[src/rtl/pulse_stretcher_pkg.sv]
// Shared definitions for the pulse stretcher.
// Holds the FSM state encoding used by the top level. The 2'b11 code is
// never entered; the FSM treats it as IDLE so a corrupted state recovers.
package pulse_stretcher_pkg;

    typedef enum logic [1:0] {
        ST_IDLE = 2'b00,
        ST_HIGH = 2'b01,
        ST_GAP  = 2'b10
    } ps_state_e;

endpackage

[src/rtl/pulse_stretcher_if.sv]
// Event/status bundle of the pulse stretcher.
//   pulse_in  : single-cycle event strobe (producer -> stretcher)
//   retrig_en : 1 = an event while high extends the pulse, 0 = queue it
//   level_out : stretched level output
//   busy      : stretcher is in HIGH or GAP
//   pending   : queued events not yet replayed
//   overflow  : sticky flag, an event was dropped on a full queue
interface pulse_stretcher_if #(
    parameter int PEND_W = 2
);
    logic              pulse_in;
    logic              retrig_en;
    logic              level_out;
    logic              busy;
    logic [PEND_W-1:0] pending;
    logic              overflow;

    modport master (
        output pulse_in, retrig_en,
        input  level_out, busy, pending, overflow
    );

    modport slave (
        input  pulse_in, retrig_en,
        output level_out, busy, pending, overflow
    );
endinterface

[src/rtl/pulse_stretcher_load_down_counter.sv]
// Loadable down counter that stops at zero.
//   clk, rst : clock, async active-high reset (count -> 0)
//   load     : load load_val (has priority over dec)
//   load_val : value to load
//   dec      : decrement by one; ignored at zero
//   count    : current value
//   zero     : count == 0
module load_down_counter #(
    parameter int CNT_W = 25
) (
    input  logic             clk,
    input  logic             rst,
    input  logic             load,
    input  logic [CNT_W-1:0] load_val,
    input  logic             dec,
    output logic [CNT_W-1:0] count,
    output logic             zero
);
    logic [CNT_W-1:0] count_q, count_d;

    always_comb begin
        count_d = count_q;
        if (load)
            count_d = load_val;
        else if (dec && count_q != '0)
            count_d = count_q - 1'b1;
    end

    always_ff @(posedge clk or posedge rst) begin
        if (rst) count_q <= '0;
        else     count_q <= count_d;
    end

    assign count = count_q;
    assign zero  = (count_q == '0);
endmodule

[src/rtl/pulse_stretcher.sv]
// Pulse stretcher: turns each single-cycle event on bus.pulse_in into a
// WIDTH_CYC-cycle level on bus.level_out, followed by a GAP_CYC-cycle low
// guard. Events arriving while busy are queued (pending) and replayed, or,
// with retrig_en while high, extend the current pulse.
//   clk, rst : clock, async active-high reset
//   bus      : slave side of pulse_stretcher_if (see that file)
module pulse_stretcher
    import pulse_stretcher_pkg::*;
#(
    parameter int WIDTH_CYC = 8,
    parameter int GAP_CYC   = 4,
    parameter int CNT_W     = 25,
    parameter int PEND_W    = 2
) (
    input  logic               clk,
    input  logic               rst,
    pulse_stretcher_if.slave   bus
);
    localparam logic [CNT_W-1:0]  HIGH_LOAD = CNT_W'(WIDTH_CYC - 1);
    localparam logic [CNT_W-1:0]  GAP_LOAD  = CNT_W'(GAP_CYC - 1);
    localparam logic [PEND_W-1:0] PEND_MAX  = '1;

    ps_state_e         state_q, state_d;
    logic              level_q, level_d;
    logic              busy_q, busy_d;
    logic [PEND_W-1:0] pending_q, pending_d;
    logic              overflow_q, overflow_d;

    logic              cnt_load, cnt_dec, cnt_zero;
    logic [CNT_W-1:0]  cnt_val, cnt;
    logic              queue_evt;
    logic [PEND_W:0]   eff;

    load_down_counter #(.CNT_W(CNT_W)) u_cnt (
        .clk      (clk),
        .rst      (rst),
        .load     (cnt_load),
        .load_val (cnt_val),
        .dec      (cnt_dec),
        .count    (cnt),
        .zero     (cnt_zero)
    );

    // Queued events plus an event landing on the GAP terminal edge.
    assign eff = {1'b0, pending_q} + (PEND_W+1)'(bus.pulse_in);

    always_comb begin
        state_d    = state_q;
        cnt_load   = 1'b0;
        cnt_val    = '0;
        cnt_dec    = 1'b0;
        queue_evt  = 1'b0;
        pending_d  = pending_q;
        overflow_d = overflow_q;

        case (state_q)
            ST_IDLE: begin
                if (bus.pulse_in) begin
                    state_d  = ST_HIGH;
                    cnt_load = 1'b1;
                    cnt_val  = HIGH_LOAD;
                end
            end
            ST_HIGH: begin
                if (bus.pulse_in && bus.retrig_en) begin
                    // Extension wins over the terminal transition.
                    cnt_load = 1'b1;
                    cnt_val  = HIGH_LOAD;
                end else begin
                    queue_evt = bus.pulse_in;
                    if (cnt_zero) begin
                        state_d  = ST_GAP;
                        cnt_load = 1'b1;
                        cnt_val  = GAP_LOAD;
                    end else begin
                        cnt_dec = (cnt != '0);
                    end
                end
            end
            ST_GAP: begin
                if (cnt_zero) begin
                    // Increment and decrement net out through eff; the
                    // saturated-plus-one case fits because eff is one bit wider.
                    if (eff != '0) begin
                        state_d   = ST_HIGH;
                        cnt_load  = 1'b1;
                        cnt_val   = HIGH_LOAD;
                        pending_d = PEND_W'(eff - 1'b1);
                    end else begin
                        state_d = ST_IDLE;
                    end
                end else begin
                    cnt_dec   = 1'b1;
                    queue_evt = bus.pulse_in;
                end
            end
            default: state_d = ST_IDLE;
        endcase

        if (queue_evt) begin
            if (pending_q == PEND_MAX) overflow_d = 1'b1;
            else                       pending_d  = pending_q + 1'b1;
        end

        // Outputs are registered copies of the next state.
        level_d = (state_d == ST_HIGH);
        busy_d  = (state_d != ST_IDLE);
    end

    always_ff @(posedge clk or posedge rst) begin
        if (rst) begin
            state_q    <= ST_IDLE;
            level_q    <= 1'b0;
            busy_q     <= 1'b0;
            pending_q  <= '0;
            overflow_q <= 1'b0;
        end else begin
            state_q    <= state_d;
            level_q    <= level_d;
            busy_q     <= busy_d;
            pending_q  <= pending_d;
            overflow_q <= overflow_d;
        end
    end

    assign bus.level_out = level_q;
    assign bus.busy      = busy_q;
    assign bus.pending   = pending_q;
    assign bus.overflow  = overflow_q;
endmodule
[src/flat_wrapper.sv]
// flat-port wrapper written by rule: the top's interface ports become plain ports
module pulse_stretcher_flat import pulse_stretcher_pkg::*;
#(
    parameter int WIDTH_CYC = 8,
    parameter int GAP_CYC   = 4,
    parameter int CNT_W     = 25,
    parameter int PEND_W    = 2
)
  (clk, rst, bus_pulse_in, bus_retrig_en, bus_level_out, bus_busy, bus_pending, bus_overflow);
  pulse_stretcher_if #(.PEND_W(PEND_W)) bus_i ();
  input  logic clk;
  input  logic rst;
  input wire logic [$bits(bus_i.pulse_in)-1:0] bus_pulse_in;
  input wire logic [$bits(bus_i.retrig_en)-1:0] bus_retrig_en;
  output wire logic [$bits(bus_i.level_out)-1:0] bus_level_out;
  output wire logic [$bits(bus_i.busy)-1:0] bus_busy;
  output wire logic [$bits(bus_i.pending)-1:0] bus_pending;
  output wire logic [$bits(bus_i.overflow)-1:0] bus_overflow;
  assign bus_i.pulse_in = bus_pulse_in;
  assign bus_i.retrig_en = bus_retrig_en;
  assign bus_level_out = bus_i.level_out;
  assign bus_busy = bus_i.busy;
  assign bus_pending = bus_i.pending;
  assign bus_overflow = bus_i.overflow;
  pulse_stretcher #(.WIDTH_CYC(WIDTH_CYC), .GAP_CYC(GAP_CYC), .CNT_W(CNT_W), .PEND_W(PEND_W)) u_core (.clk(clk), .rst(rst), .bus(bus_i));
endmodule
[config.mk]
export PLATFORM = sky130hd
export DESIGN_NAME = pulse_stretcher_flat
export DESIGN_NICKNAME = d
export VERILOG_FILES = /design/src/rtl/pulse_stretcher_pkg.sv /design/src/rtl/pulse_stretcher_if.sv /design/src/rtl/pulse_stretcher_load_down_counter.sv /design/src/rtl/pulse_stretcher.sv /design/src/flat_wrapper.sv
export SDC_FILE = /design/constraint.sdc
export NUM_CORES = 1
export LEC_CHECK = 0
export CAP_MARGIN = 20
export CORE_MARGIN = 2
export CORE_UTILIZATION = 55
export CTS_BUF_LIST = sky130_fd_sc_hd__clkbuf_8
export DETAILED_ROUTE_END_ITERATION = 8
export GPL_TIMING_DRIVEN = 0
export PLACE_DENSITY = 0.77
export SLEW_MARGIN = 40
export SYNTH_ARGS = -nofsm -noshare
export SYNTH_HDL_FRONTEND = slang
export SYNTH_SLANG_ARGS = --single-unit
[constraint.sdc]
create_clock -name clk -period 2.4 [get_ports clk]
set_input_delay 0.48 -clock clk [delete_from_list [all_inputs] [get_ports clk]]
set_output_delay 0.48 -clock clk [all_outputs]
set_load 0.03 [all_outputs]
# Word level (Yosys, flattened, before mapping)
# Cells that the tools add are included.
dict set report classes {
  addsub 4
  eq_ne 4
  mux 32
  reduce_logical 9
}
# cell n
set op_table {}
lappend op_table {{2-to-1 mux 25 bit} 4}
lappend op_table {{one-hot mux 25 bit (3 select lines)} 1}
lappend op_table {{zero test 25 bit} 1}
lappend op_table {{nonzero test 25 bit} 1}
lappend op_table {{subtractor 25 x 1 -> 25 bit (second input constant)} 1}
lappend op_table {{2-to-1 mux 2 bit} 10}
lappend op_table {{2-to-1 mux 1 bit} 11}
lappend op_table {{2-to-1 mux 3 bit} 2}
lappend op_table {{one-hot mux 2 bit (3 select lines)} 1}
lappend op_table {{== test 2 x 1 -> 1 bit (second input constant)} 2}
lappend op_table {{== test 2 bit (second input constant)} 2}
lappend op_table {{one-hot mux 1 bit (2 select lines)} 2}
lappend op_table {{nonzero test 2 bit} 2}
lappend op_table {{adder 2 x 1 -> 3 bit} 1}
lappend op_table {{one-hot mux 1 bit (3 select lines)} 1}
lappend op_table {{nonzero test 3 bit} 1}
lappend op_table {{adder 2 x 1 -> 2 bit (second input constant)} 1}
lappend op_table {{logical AND 1 bit} 2}
lappend op_table {{zero test 2 bit} 1}
lappend op_table {{AND reduction 2 bit} 1}
lappend op_table {{subtractor 2 x 1 -> 2 bit (second input constant)} 1}
dict set report totals {
  reg_bits 32
  inputBits 4
  output_inout_bits 5
  wordCells 55
}

# Longest topological paths before layout
# Gate-level depths: netlist (run 1).
dict set report logic_depth {
  depth_word 7
  depth_mapped 10
  mapped_depth_nobuf 10
}

# Hierarchy
# A second synthesis (run 1) with hierarchy kept.
dict set report unflattened {
  hier_cells 234
  hier_area_um2 2248.4
}
# module instances cells_per_inst area_per_inst_um2 seq_area_each_um2
set modules_own_cells {}
lappend modules_own_cells {load_down_counter 1 169 1667.8 625.6}
lappend modules_own_cells {pulse_stretcher 1 65 580.6 175.2}

# Worst setup path after synthesis (run 1)
# No wires, ideal clock.
dict set report synth_timing {
  path_type {register to register}
  from {register u_core.pending_q[0] (netlist: u_core.bus.pending[0])}
  to {register u_core.u_cnt.count_q[2] (netlist: u_core.u_cnt.count[2])}
  setup_time_ns 0.126
  t_arrival_ns 2.260
  required_time_ns 2.274
  path_slack_ns 0.014
  path_stages_with_launch 11
  path_buffers 0
  synth_period_minus_slack_ns 2.386
  path_cell_list {dfrtp_1 ha_1 ha_1 inv_1 ha_1 or2b_2 nand3_1 nor4_1 a311o_2 nor3b_1 a21oi_1}
}
dict set report synth_via {
  elab_chain_len 6
  word_cells_on_any_way 10
}
# element line_no
set synth_rtl {}
lappend synth_rtl {{from (decl)} pulse_stretcher.sv:26} ;# logic [PEND_W-1:0] pending_q, pending_d;
lappend synth_rtl {{from (signal assigned)} pulse_stretcher.sv:121} ;# pending_q <= pending_d;
lappend synth_rtl {{adder 2 x 1 -> 3 bit (*)} pulse_stretcher.sv:45} ;# assign eff = {1'b0, pending_q} + (PEND_W+1)'(bus.pulse_in);
lappend synth_rtl {{nonzero test 3 bit (*)} pulse_stretcher.sv:84} ;# if (eff != '0) begin
lappend synth_rtl {{2-to-1 mux 3 bit or 2-to-1 mux 1 bit (tied branches)} pulse_stretcher.sv:84}
lappend synth_rtl {{2-to-1 mux 25 bit or 2-to-1 mux 1 bit (tied branches)} pulse_stretcher.sv:81} ;# if (cnt_zero) begin
lappend synth_rtl {{one-hot mux 25 bit (3 select lines) or one-hot mux 1 bit (3 select lines) (tied branches)} pulse_stretcher.sv:56} ;# case (state_q)
lappend synth_rtl {{2-to-1 mux 25 bit or nonzero test 2 bit (tied branches)} --}
lappend synth_rtl {{to (signal assigned)} pulse_stretcher_load_down_counter.sv:31} ;# else count_q <= count_d;
lappend synth_rtl {{to (decl)} pulse_stretcher_load_down_counter.sv:19} ;# logic [CNT_W-1:0] count_q, count_d;
# Mark *: on every way between the ends. The rest lies on a longest branch, timed or not.
# A chain may end at the register's enable or synchronous reset.

# Final worst setup path (run 1)
dict set report layout_timing {
  from {register u_core.u_cnt.count_q[17] (netlist: u_core.u_cnt.count[17])}
  to {register u_core.u_cnt.count_q[5] (netlist: u_core.u_cnt.count[5])}
}
dict set report layout_via {
  elab_chain_len 6
  word_cells_on_any_way 13
}
# element line_no
set layout_rtl {}
lappend layout_rtl {{nonzero test 25 bit or zero test 25 bit (tied branches)} {pulse_stretcher_load_down_counter.sv:25, pulse_stretcher.sv:76, pulse_stretcher_load_down_counter.sv:35}}
lappend layout_rtl {{2-to-1 mux 1 bit} pulse_stretcher.sv:71} ;# if (cnt_zero) begin
lappend layout_rtl {{2-to-1 mux 1 bit} pulse_stretcher.sv:65} ;# if (bus.pulse_in && bus.retrig_en) begin
lappend layout_rtl {{one-hot mux 1 bit (2 select lines)} pulse_stretcher.sv:56}
lappend layout_rtl {{logical AND 1 bit} pulse_stretcher_load_down_counter.sv:25} ;# else if (dec && count_q != '0)
lappend layout_rtl {{nonzero test 2 bit (no line)} --}
# Parallel ways exist; a longest one is shown, timed or not.

==> results of run 1 <==
==> final cells by class <==
type                       count  area [um2]
sequential                    32         803
buffer                         4        45.0
clock inverter                 3        38.8
multi-input combinational    150        1280
clock buffer                   5        68.8
inverter                       9        33.8
timing repair buffer          37         305
tap                           46        57.6
fill                         163         647
==> per-layer routing <==
layer / part of all wire / wire, um / track usage
met1: 0.37 / 2160 / 0.286
met2: 0.49 / 2890 / 0.424
met3: 0.086 / 502 / 0.0562
met4: 0.048 / 282 / 0.108
met5: 0 / 0 / 0
==> kinds of logic (layout without fill, tap and decap cells) <==
family                   after synthesis  in the layout
AO/OA/AOI/OAI                         36             36
XOR/XNOR                              17             17
buffers and inverters                 14             58
AND/OR/NAND/NOR                       88             88
flip-flops                            32             32
adder cells (fa/ha/maj)                9              9
==> Yosys cell counts (all sizes together) (2+ instances only) <==
library cell / count
a21oi: 10
a31oi: 2
buf: 4
dfrtp: 32
ha: 9
inv: 9
nand2: 10
nand2b: 2
nand3: 2
nor2: 27
nor3: 12
nor3b: 2
nor4: 9
o21ai: 12
or2: 2
or3: 9
or4: 7
or4b: 2
xnor2: 16
==> through the flow <==
stage,setup WS (ns),util,instance area [um2]
2_1_floorplan,0.0144,-,1860
3_3_place_gp,-0.619,0.608,2000
3_5_place_dp,-0.619,0.608,2000
4_1_cts,-0.0489,0.697,2290
5_1_grt,-0.170,0.803,2640
6_report,-0.120,0.803,2640
==> power by group through the flow <==
stage	logic, uW	registers [uW]	clock network [uW]
6_report	1080	676	517
2_1_floorplan	409	748	0
4_1_cts	869	660	509
3_3_place_gp	662	669	0
5_1_grt	1140	684	544
3_5_place_dp	683	673	0
==> path summary, 6_finish.rpt <==
path,startpoint,to,slack [ns]
worst max-delay path,u_core.u_cnt.count[17]$_DFFE_PP0P_,u_core.u_cnt.count[5]$_DFFE_PP0P_,-0.12
worst min-delay path,u_core.bus.overflow$_DFFE_PP0P_,u_core.bus.overflow$_DFFE_PP0P_,0.47
worst max register to register,u_core.u_cnt.count[17]$_DFFE_PP0P_,u_core.u_cnt.count[5]$_DFFE_PP0P_,-0.12
worst min register to register,u_core.bus.overflow$_DFFE_PP0P_,u_core.bus.overflow$_DFFE_PP0P_,0.47
max in group asynchronous,rst,u_core.u_cnt.count[13]$_DFFE_PP0P_,1.31
min in group asynchronous,rst,u_core.bus.pending[1]$_DFF_PP0_,0.61
==> flip-flops by register name, indices dropped and copies added, names as in the netlist <==
register	cells
u_core.bus.pending	2
u_core.bus.level_out	1
u_core.bus.overflow	1
u_core.u_cnt.count	25
u_core.bus.busy	1
u_core.state_q	2
==> what timing repair did <==
item	CTS	global route
cloned	2	2
setup endpoints to repair	29	30
pin swaps	27	16
resized for setup	42	42
buffers inserted	7	18
==> worst reg2reg max path: stages (launching register included) <==
cell	delay [ns]
dfrtp_1	0.43
nor4_1	0.63
nand3_1	0.45
o21ai_2	0.28
a311o_2	0.36
buf_6	0.19
a21oi_2	0.04
==> impl_results.md, run 1 <==
* Antenna violations before repair at 0
* Skew final at 0.0188 ns
* Distinct cells, synth at 50
* Cell Chain, Critical Path: nor4_1 > nand3_1 > o21ai_2 > a311o_2 > buf_6 > a21oi_2
* Clk_lat worst skew at 0.30 ns
* Drt via density at 6.41
* Seq pwr share at 0.298
* CP required at 2.56 ns
* Placed Instances at 250
* Area growth syn-to-layout at 41.8%
* Final HPWL DP at 2760 um
* Remaining Overflow, GRT at 0
* Share of layout cells above drive strength 1 at 0.458
* Yosys top cell area share at 0.430
* Slowest CP cell: nor4_1
* Num rows at 21
* Worst hold path class: reg2reg
* Simple-Gate Fraction of Synth Area at 0.268
* Startpoint Class: flip-flop
* Net Count, Synth at 209
* Synth Area in Compound Gates at 0.124
* Max stage delay on crit path at 0.63 ns
* Total detailed-routing wirelength at 5830 um
* Vias in the first global route at 1,675
* Core Box Area at 3280 um2
* First-pass GRT wire length at 7510 um
* TritonCTS clock tree: done
* CTS H-tree depth at 2
* Gate Count Post-Synth at 196
* Fin cells at 286
* Max Cap Violations at 0
* Starting DRC count in detailed routing at 202
* Largest family of logic cells by synthesized area: simple AND/OR/NAND/NOR gates
* Syn. warnings at 0
* Post-synthesis async set-or-reset flop share at 1.00
* Worst-case hold slack at 0.466 ns
* Cell Pwr Density at 861 nW/um2
* Violated checks: negative setup slack
* Maximum vdd drop at 0.000523 V
* I/O pins at 9
* Clock Power Share at 0.228
* Drt wl/cell at 20.4 um
* Total negative setup slack at -2.26 ns
* Detailed-router iteration count before antenna repair at 6
* Post-Syn Area at 1860 um2
* Finish-stage setup viols at 29
* Max frequency at 397 MHz
* Final Worst Setup Slack at -0.120 ns
* Period utilisation layout at 1.05
* Crit Path Class: reg2reg
* Post-synthesis mux area share at 0
* Unrepaired setup endpoints after global routing: true
* Root Driver: clkbuf_8
* Final Total Pwr at 2270 uW
* CP Data Arrival Time at 2.68 ns
* Overall die width at 62.2 um
* Adder-cell share of the synthesized area at 0.0605
* Worst slew margin at 0.538
* CP Depth at 6
* Post-synth EDFFs at 0
* Tightest Pin Transition at 0.687 ns
* Synth area leaders: dfrtp_1 (43%), xnor2_1 (7.5%), ha_1 (6.1%)
* Worst r2r path cells at 6
* Critical Path Fanout Max at 7
* Worst-path clk slew at 0.08 ns
* Nets at 252
* Longest Clk Path Bufs at 2
* Hold path depth at 1
* Net Switching at 867 uW
* Vias at 1,833
* Leakage at 0.00112 uW
* TritonCTS buffer count at 5
* Outcome: finished with violations
* Most common cell after layout, fill and taps aside: dfrtp_1
* Die height at 62.2 um
* PortBufs at 8
* DRT antenna net count at 0
* Maximum number of pins on one net before global-route repair at 33
* CTS Hold Buffers Added at 0
* Seq/Total Area, Yosys at 0.430
* Tmin final at 2.52 ns
* Die ar. at 3860 um2
* Total track usage at 0.243
* Crit. End Element: flip-flop
* RePlAce Congestion at 0.921
* Switch share at 0.382
* WP buf/inv at 1
* Delay-heaviest family, CP: simple AND/OR/NAND/NOR gates
* Slew Viols, Final at 0
* Xor/xnor cell area share of the yosys netlist at 0.0800
* Antenna fix cells at 0
* CTS Sinks at 32
* Top FF cell, synth: dfrtp_1
* Fin. Hold Viols at 0
* DRC at 0
* Comb pwr share at 0.474
* Starting Density at 0.566
* P_int at 1400 uW
* Most frequent cells in the layout: dfrtp_1 (30), buf_4 (24), xnor2_1 (14), nor2_2 (12), nor2_1 (11)
* Mean Syn Cell Area at 9.49 um2
* Cell taking the most area after synthesis: dfrtp_1
* Post-synthesis register bit count at 32
Note: power is estimated with default switching activity, not from simulation.
==> run 2: changes to the inputs <==
ABC_AREA = 0   (was unset)
MAX_ROUTING_LAYER = met4   (was unset)
SETUP_SLACK_MARGIN = 0.3   (was unset)
==> run 2 against run 1 <==
The flow still finishes with violations (negative setup slack). Design area fell by 4.8%. Via count shrank 7.7%. Global-route usage rose by 0.11 points. Routed wire length down 13%. Die area unchanged. Combinational power shrank 6%. First-iteration DRC count fell by 31%. Total power fell by 8.5%. Non-clock buffer count is 7 lower.
==> impl_results.md, run 2 (synthesized netlist as in run 1, its figures left out) <==
* Outcome: finished with violations
* Violated checks: negative setup slack
* FILL cells at 193
* CP required at 2.61 ns
* RePlAce Congestion at 0.903
* First-pass GRT wire length at 7330 um
* Longest Clk Path Bufs at 2
* Root Driver: clkbuf_8
* Core Box Area at 3280 um2
* Clk_lat worst skew at 0.30 ns
* Tightest Pin Transition at 0.669 ns
* Startpoint Class: flip-flop
* TritonCTS clock tree: done
* DRC at 0
* Seq pwr share at 0.324
* Final HPWL DP at 2580 um
* Crit. End Element: flip-flop
* PortBufs at 8
* Worst hold path class: reg2reg
* Final Worst Setup Slack at -0.0914 ns
* WL met3 at 237 um
* Skew final at 0.0128 ns
* Final Total Pwr at 2080 uW
* Die height at 62.2 um
* Leakage at 0.00107 uW
* Worst slew margin at 0.553
* I/O pins at 9
* Crit Path Class: reg2reg
* Share of layout cells above drive strength 1 at 0.418
* Critical Path Fanout Max at 10
* Met2 routed WL at 2670 um
* DRT antenna net count at 0
* Period utilisation layout at 1.04
* CTS Sinks at 32
* Die ar. at 3860 um2
* Most common cell after layout, fill and taps aside: dfrtp_1
* Fin. Hold Viols at 0
* CP Data Arrival Time at 2.70 ns
* Overall die width at 62.2 um
* Drt via density at 6.09
* Remaining Overflow, GRT at 0
* Switch share at 0.389
* Vias in the first global route at 1,604
* Worst-case hold slack at 0.473 ns
* Top Layer Used: met4
* Detailed-router iteration count before antenna repair at 4
* Maximum number of pins on one net before global-route repair at 33
* Fin util at 0.765
* Max reg flops at 25
* Worst-path clk slew at 0.07 ns
* Most frequent cells in the layout: dfrtp_1 (30), buf_4 (16), xnor2_1 (15), nor2_2 (15), buf_6 (10)
* P_int at 1270 uW
* Nets at 245
* Cell Pwr Density at 827 nW/um2
* Max Cap Violations at 0
* Starting DRC count in detailed routing at 140
* Finish-stage setup viols at 25
* Net Switching at 809 uW
* Clock Power Share at 0.189
* Comb pwr share at 0.488
* Total detailed-routing wirelength at 5050 um
* Antenna violations before repair at 0
* Maximum vdd drop at 0.000416 V
* Drt wl/cell at 18.2 um
* Area growth syn-to-layout at 35.0%
* Max frequency at 401 MHz
* Total track usage at 0.244
* Unrepaired setup endpoints after global routing: true
* Num rows at 21
* Slew Viols, Final at 0
* Starting Density at 0.566
* Vias at 1,692
* CTS H-tree depth at 2
* CTS Hold Buffers Added at 0
* TritonCTS buffer count at 5
* Antenna fix cells at 0
* Tmin final at 2.49 ns
* M1 WL at 1990 um
[run 2: cell count changes in the layout (fill, tap and decap cells not counted), sizes merged]
cell / delta
buf: -7
bufinv: -1
[run 2: routing by layer]
metal  up-vias  global-route usage
met2        56               0.402
met3        18              0.0743
met5         -                   -
li1        774                   -
met1       844               0.281
met4         0              0.0944
[run 2: path summary, 6_finish.rpt]
path | cells after the start | start | endpoint | slack [ns]
max | 8 | u_core.state_q[1]$_DFF_PP0_ | u_core.u_cnt.count[22]$_DFFE_PP0P_ | -0.09
min | 1 | u_core.bus.overflow$_DFFE_PP0P_ | u_core.bus.overflow$_DFFE_PP0P_ | 0.47
max reg2reg | 8 | u_core.state_q[1]$_DFF_PP0_ | u_core.u_cnt.count[22]$_DFFE_PP0P_ | -0.09
min reg2reg | 1 | u_core.bus.overflow$_DFFE_PP0P_ | u_core.bus.overflow$_DFFE_PP0P_ | 0.47
max in group asynchronous | 2 | rst | u_core.u_cnt.count[12]$_DFFE_PP0P_ | 1.31
min in group asynchronous | 2 | rst | u_core.u_cnt.count[5]$_DFFE_PP0P_ | 0.61
[run 2: layout make-up]
type | count | area (um2) | area share
Buffer | 5 | 52.6 | 0.0209
Clock buffer | 5 | 68.8 | 0.0274
Clock inverter | 2 | 8.76 | 0.00349
Inverter | 9 | 33.8 | 0.0135
Multi-Input combinational cell | 150 | 1230 | 0.490
Sequential cell | 32 | 803 | 0.320
Tap cell | 46 | 57.6 | 0.0229
Timing Repair Buffer | 29 | 255 | 0.102
[run 2: timing repair]
| item | in CTS | in global routing |
|---|---|---|
| cloned | 3 | 0 |
| pin swaps | 21 | 13 |
| resized for setup | 38 | 41 |
| setup buffers | 7 | 11 |
| endpoints found under the setup margin | 32 | 32 |
[run 2: power groups by stage]
| stage | Clock, uW | Sequential [uW] | Combinational (uW) |
|---|---|---|---|
| after floorplan | 0 | 751 | 427 |
| after global placement | 0 | 673 | 678 |
| after detailed placement | 0 | 677 | 704 |
| after CTS | 391 | 663 | 876 |
| after global routing | 428 | 681 | 1090 |
| final | 392 | 672 | 1010 |
[run 2: critical path, cell delays in order, from the launching register on]
cell      delay, ns
dfrtp_1        0.46
inv_1          0.16
ha_4           0.19
a21boi_4       0.21
o211ai_1       0.18
or4_1          0.46
buf_4          0.19
or3_1          0.37
a21oi_1        0.17
[run 2: through the flow]
| step | TNS (ns) | cell area, um2 | instances | worst slack [ns] |
|---|---|---|---|---|
| after floorplan | 0 | 1880 | 196 | 0.0733 |
| after global placement | -13.70 | 2010 | 250 | -0.579 |
| after detailed placement | -14.86 | 2010 | 250 | -0.604 |
| after CTS | -0.739 | 2270 | 267 | -0.0397 |
| after global routing | -2.93 | 2510 | 278 | -0.176 |
| final | -1.07 | 2510 | 278 | -0.0914 |
==> run 3: changes to the inputs <==
CORE_MARGIN = 5   (was 2)
==> run 3 against run 2 <==
The run still ends with negative setup slack left. Via count shrank 2.5%. Cell count shrank 3.2%. Die area grew 20%. Clock-buffer cell count is the same. Design area shrank 5.5%. Critical path type unchanged. Combinational power shrank 8%. Critical endpoint is now u_core.u_cnt.count[24]$_DFFE_PP0P_. Critical path depth shrank 2. Sequential share of layout area grew 1.8 points.
==> impl_results.md, run 3 (synthesized netlist as in run 1, its figures left out) <==
* FF-to-FF setup slack at -0.11 ns
* Final Worst Setup Slack at -0.112 ns
* Overall die width at 68.2 um
* TritonCTS clock tree: done
* Period utilisation layout at 1.05
* Worst hold path class: reg2reg
* Share of layout cells above drive strength 1 at 0.345
* Violated checks: negative setup slack
* Most frequent cells in the layout: dfrtp_1 (31), xnor2_1 (16), nor2_1 (13), nor2_2 (11), nand2_1 (9)
* First-pass GRT wire length at 7510 um
* Starting DRC count in detailed routing at 107
* Cell Pwr Density at 889 nW/um2
* RePlAce Congestion at 0.851
* Most common cell after layout, fill and taps aside: dfrtp_1
* Finish-stage setup viols at 26
* WP buf/inv at 1
* Root Driver: clkbuf_8
* Leakage at 0.00101 uW
* CTS H-tree depth at 2
* Max reg flops at 25
* CTS Sinks at 32
* Crit Path Class: reg2reg
* Tmin final at 2.51 ns
* Cell Chain, Critical Path: nor4_1 > nand3_1 > o21ai_2 > a311o_2 > buf_6 > nor2_2
* Antenna fix cells at 0
* Final HPWL DP at 2900 um
* Worst slew margin at 0.549
* Max stage delay on crit path at 0.60 ns
* Maximum number of pins on one net before global-route repair at 33
* Max frequency at 398 MHz
* DRC at 0
* TritonCTS buffer count at 5
* Slew Viols, Final at 0
* I/O pins at 9
* Slowest CP cell: nor4_1
* Startpoint Class: flip-flop
* Antenna violations before repair at 0
* DRT antenna net count at 0
* Vias in the first global route at 1,707
* Drt via density at 6.13
* Die ar. at 4650 um2
* Outcome: finished with violations
* CP Data Arrival Time at 2.68 ns
* Unrepaired setup endpoints after global routing: true
* Final Total Pwr at 2110 uW
* Crit. End Element: flip-flop
* Worst-path clk slew at 0.07 ns
* Fin. Hold Viols at 0
* Clk_lat worst skew at 0.29 ns
* Drt wl/cell at 17.4 um
* CP required at 2.57 ns
* Skew final at 0.00545 ns
* Nets at 235
* Longest Clk Path Bufs at 2
* Num rows at 21
* Max Cap Violations at 0
* Core Box Area at 3310 um2
* Fin util at 0.717
* Vias at 1,650
* Starting Density at 0.562
* Total detailed-routing wirelength at 4680 um
* Total track usage at 0.222
* Critical Path Fanout Max at 8
* Delay-heaviest family, CP: simple AND/OR/NAND/NOR gates
* Die height at 68.2 um
* PortBufs at 8
* Remaining Overflow, GRT at 0
* Tightest Pin Transition at 0.675 ns
* Total negative setup slack at -2.11 ns
* Area growth syn-to-layout at 27.6%
* Maximum vdd drop at 0.000465 V
* Detailed-router iteration count before antenna repair at 4
-- run 3: changes by cell type in the layout (fill, tap and decap cells not counted), sizes merged --
cell and change:
clkbuf +1, bufinv +1, inv -1, buf -11, clkinvlp +1
-- run 3: per-layer routing --
layer  up-vias  GRT usage  wire length, um
met4         0      0.114              165
met1       821      0.235             1920
li1        756          -                -
met2        52      0.381             2410
met5         -          -                0
met3        21     0.0575              197
-- run 3: power by group --
| part | switching [uW] | internal (uW) |
|---|---|---|
| Sequential | 56.4 | 611 |
| Combinational | 518 | 411 |
| Clock | 206 | 307 |
| Total | 781 | 1330 |
-- run 3: per-stage QoR --
stage               area [um2]  std cells  setup slack (ns)  hold WS [ns]
floorplan                 1880        196            0.0733         0.474
global placement          2010        250            -0.583         0.438
detailed placement        2010        250            -0.629         0.452
CTS                       2270        267           -0.0555         0.467
global route              2370        269            -0.142         0.498
finish                    2370        269            -0.112         0.478
-- run 3: what timing repair did --
| action | in CTS | in global routing |
|---|---|---|
| gates cloned | 3 | 0 |
| gates resized for setup | 29 | 24 |
| hold buffers | 0 | 0 |
| buffers inserted | 6 | 2 |
| pin swaps | 18 | 10 |
| setup endpoints to repair | 32 | 32 |
-- run 3: layout make-up --
| cell class | instances | area (um2) |
|---|---|---|
| Fill cell | 247 | 937 |
| Clock buffer | 5 | 68.8 |
| Clock inverter | 3 | 42.5 |
| Timing Repair Buffer | 19 | 163 |
| Sequential cell | 32 | 802 |
| Multi-Input combinational cell | 150 | 1160 |
| Tap cell | 46 | 57.6 |
| Inverter | 9 | 33.8 |
| Buffer | 5 | 42.5 |
-- run 3: worst paths after layout --
path | from | endpoint | cells after the start
worst max-delay path | u_core.u_cnt.count[12]$_DFFE_PP0P_ | u_core.u_cnt.count[24]$_DFFE_PP0P_ | 6
worst min-delay path | u_core.bus.overflow$_DFFE_PP0P_ | u_core.bus.overflow$_DFFE_PP0P_ | 1
worst max register to register | u_core.u_cnt.count[12]$_DFFE_PP0P_ | u_core.u_cnt.count[24]$_DFFE_PP0P_ | 6
worst min register to register | u_core.bus.overflow$_DFFE_PP0P_ | u_core.bus.overflow$_DFFE_PP0P_ | 1
max in group asynchronous | rst | u_core.bus.pending[0]$_DFF_PP0_ | 2
min in group asynchronous | rst | u_core.bus.pending[0]$_DFF_PP0_ | 2
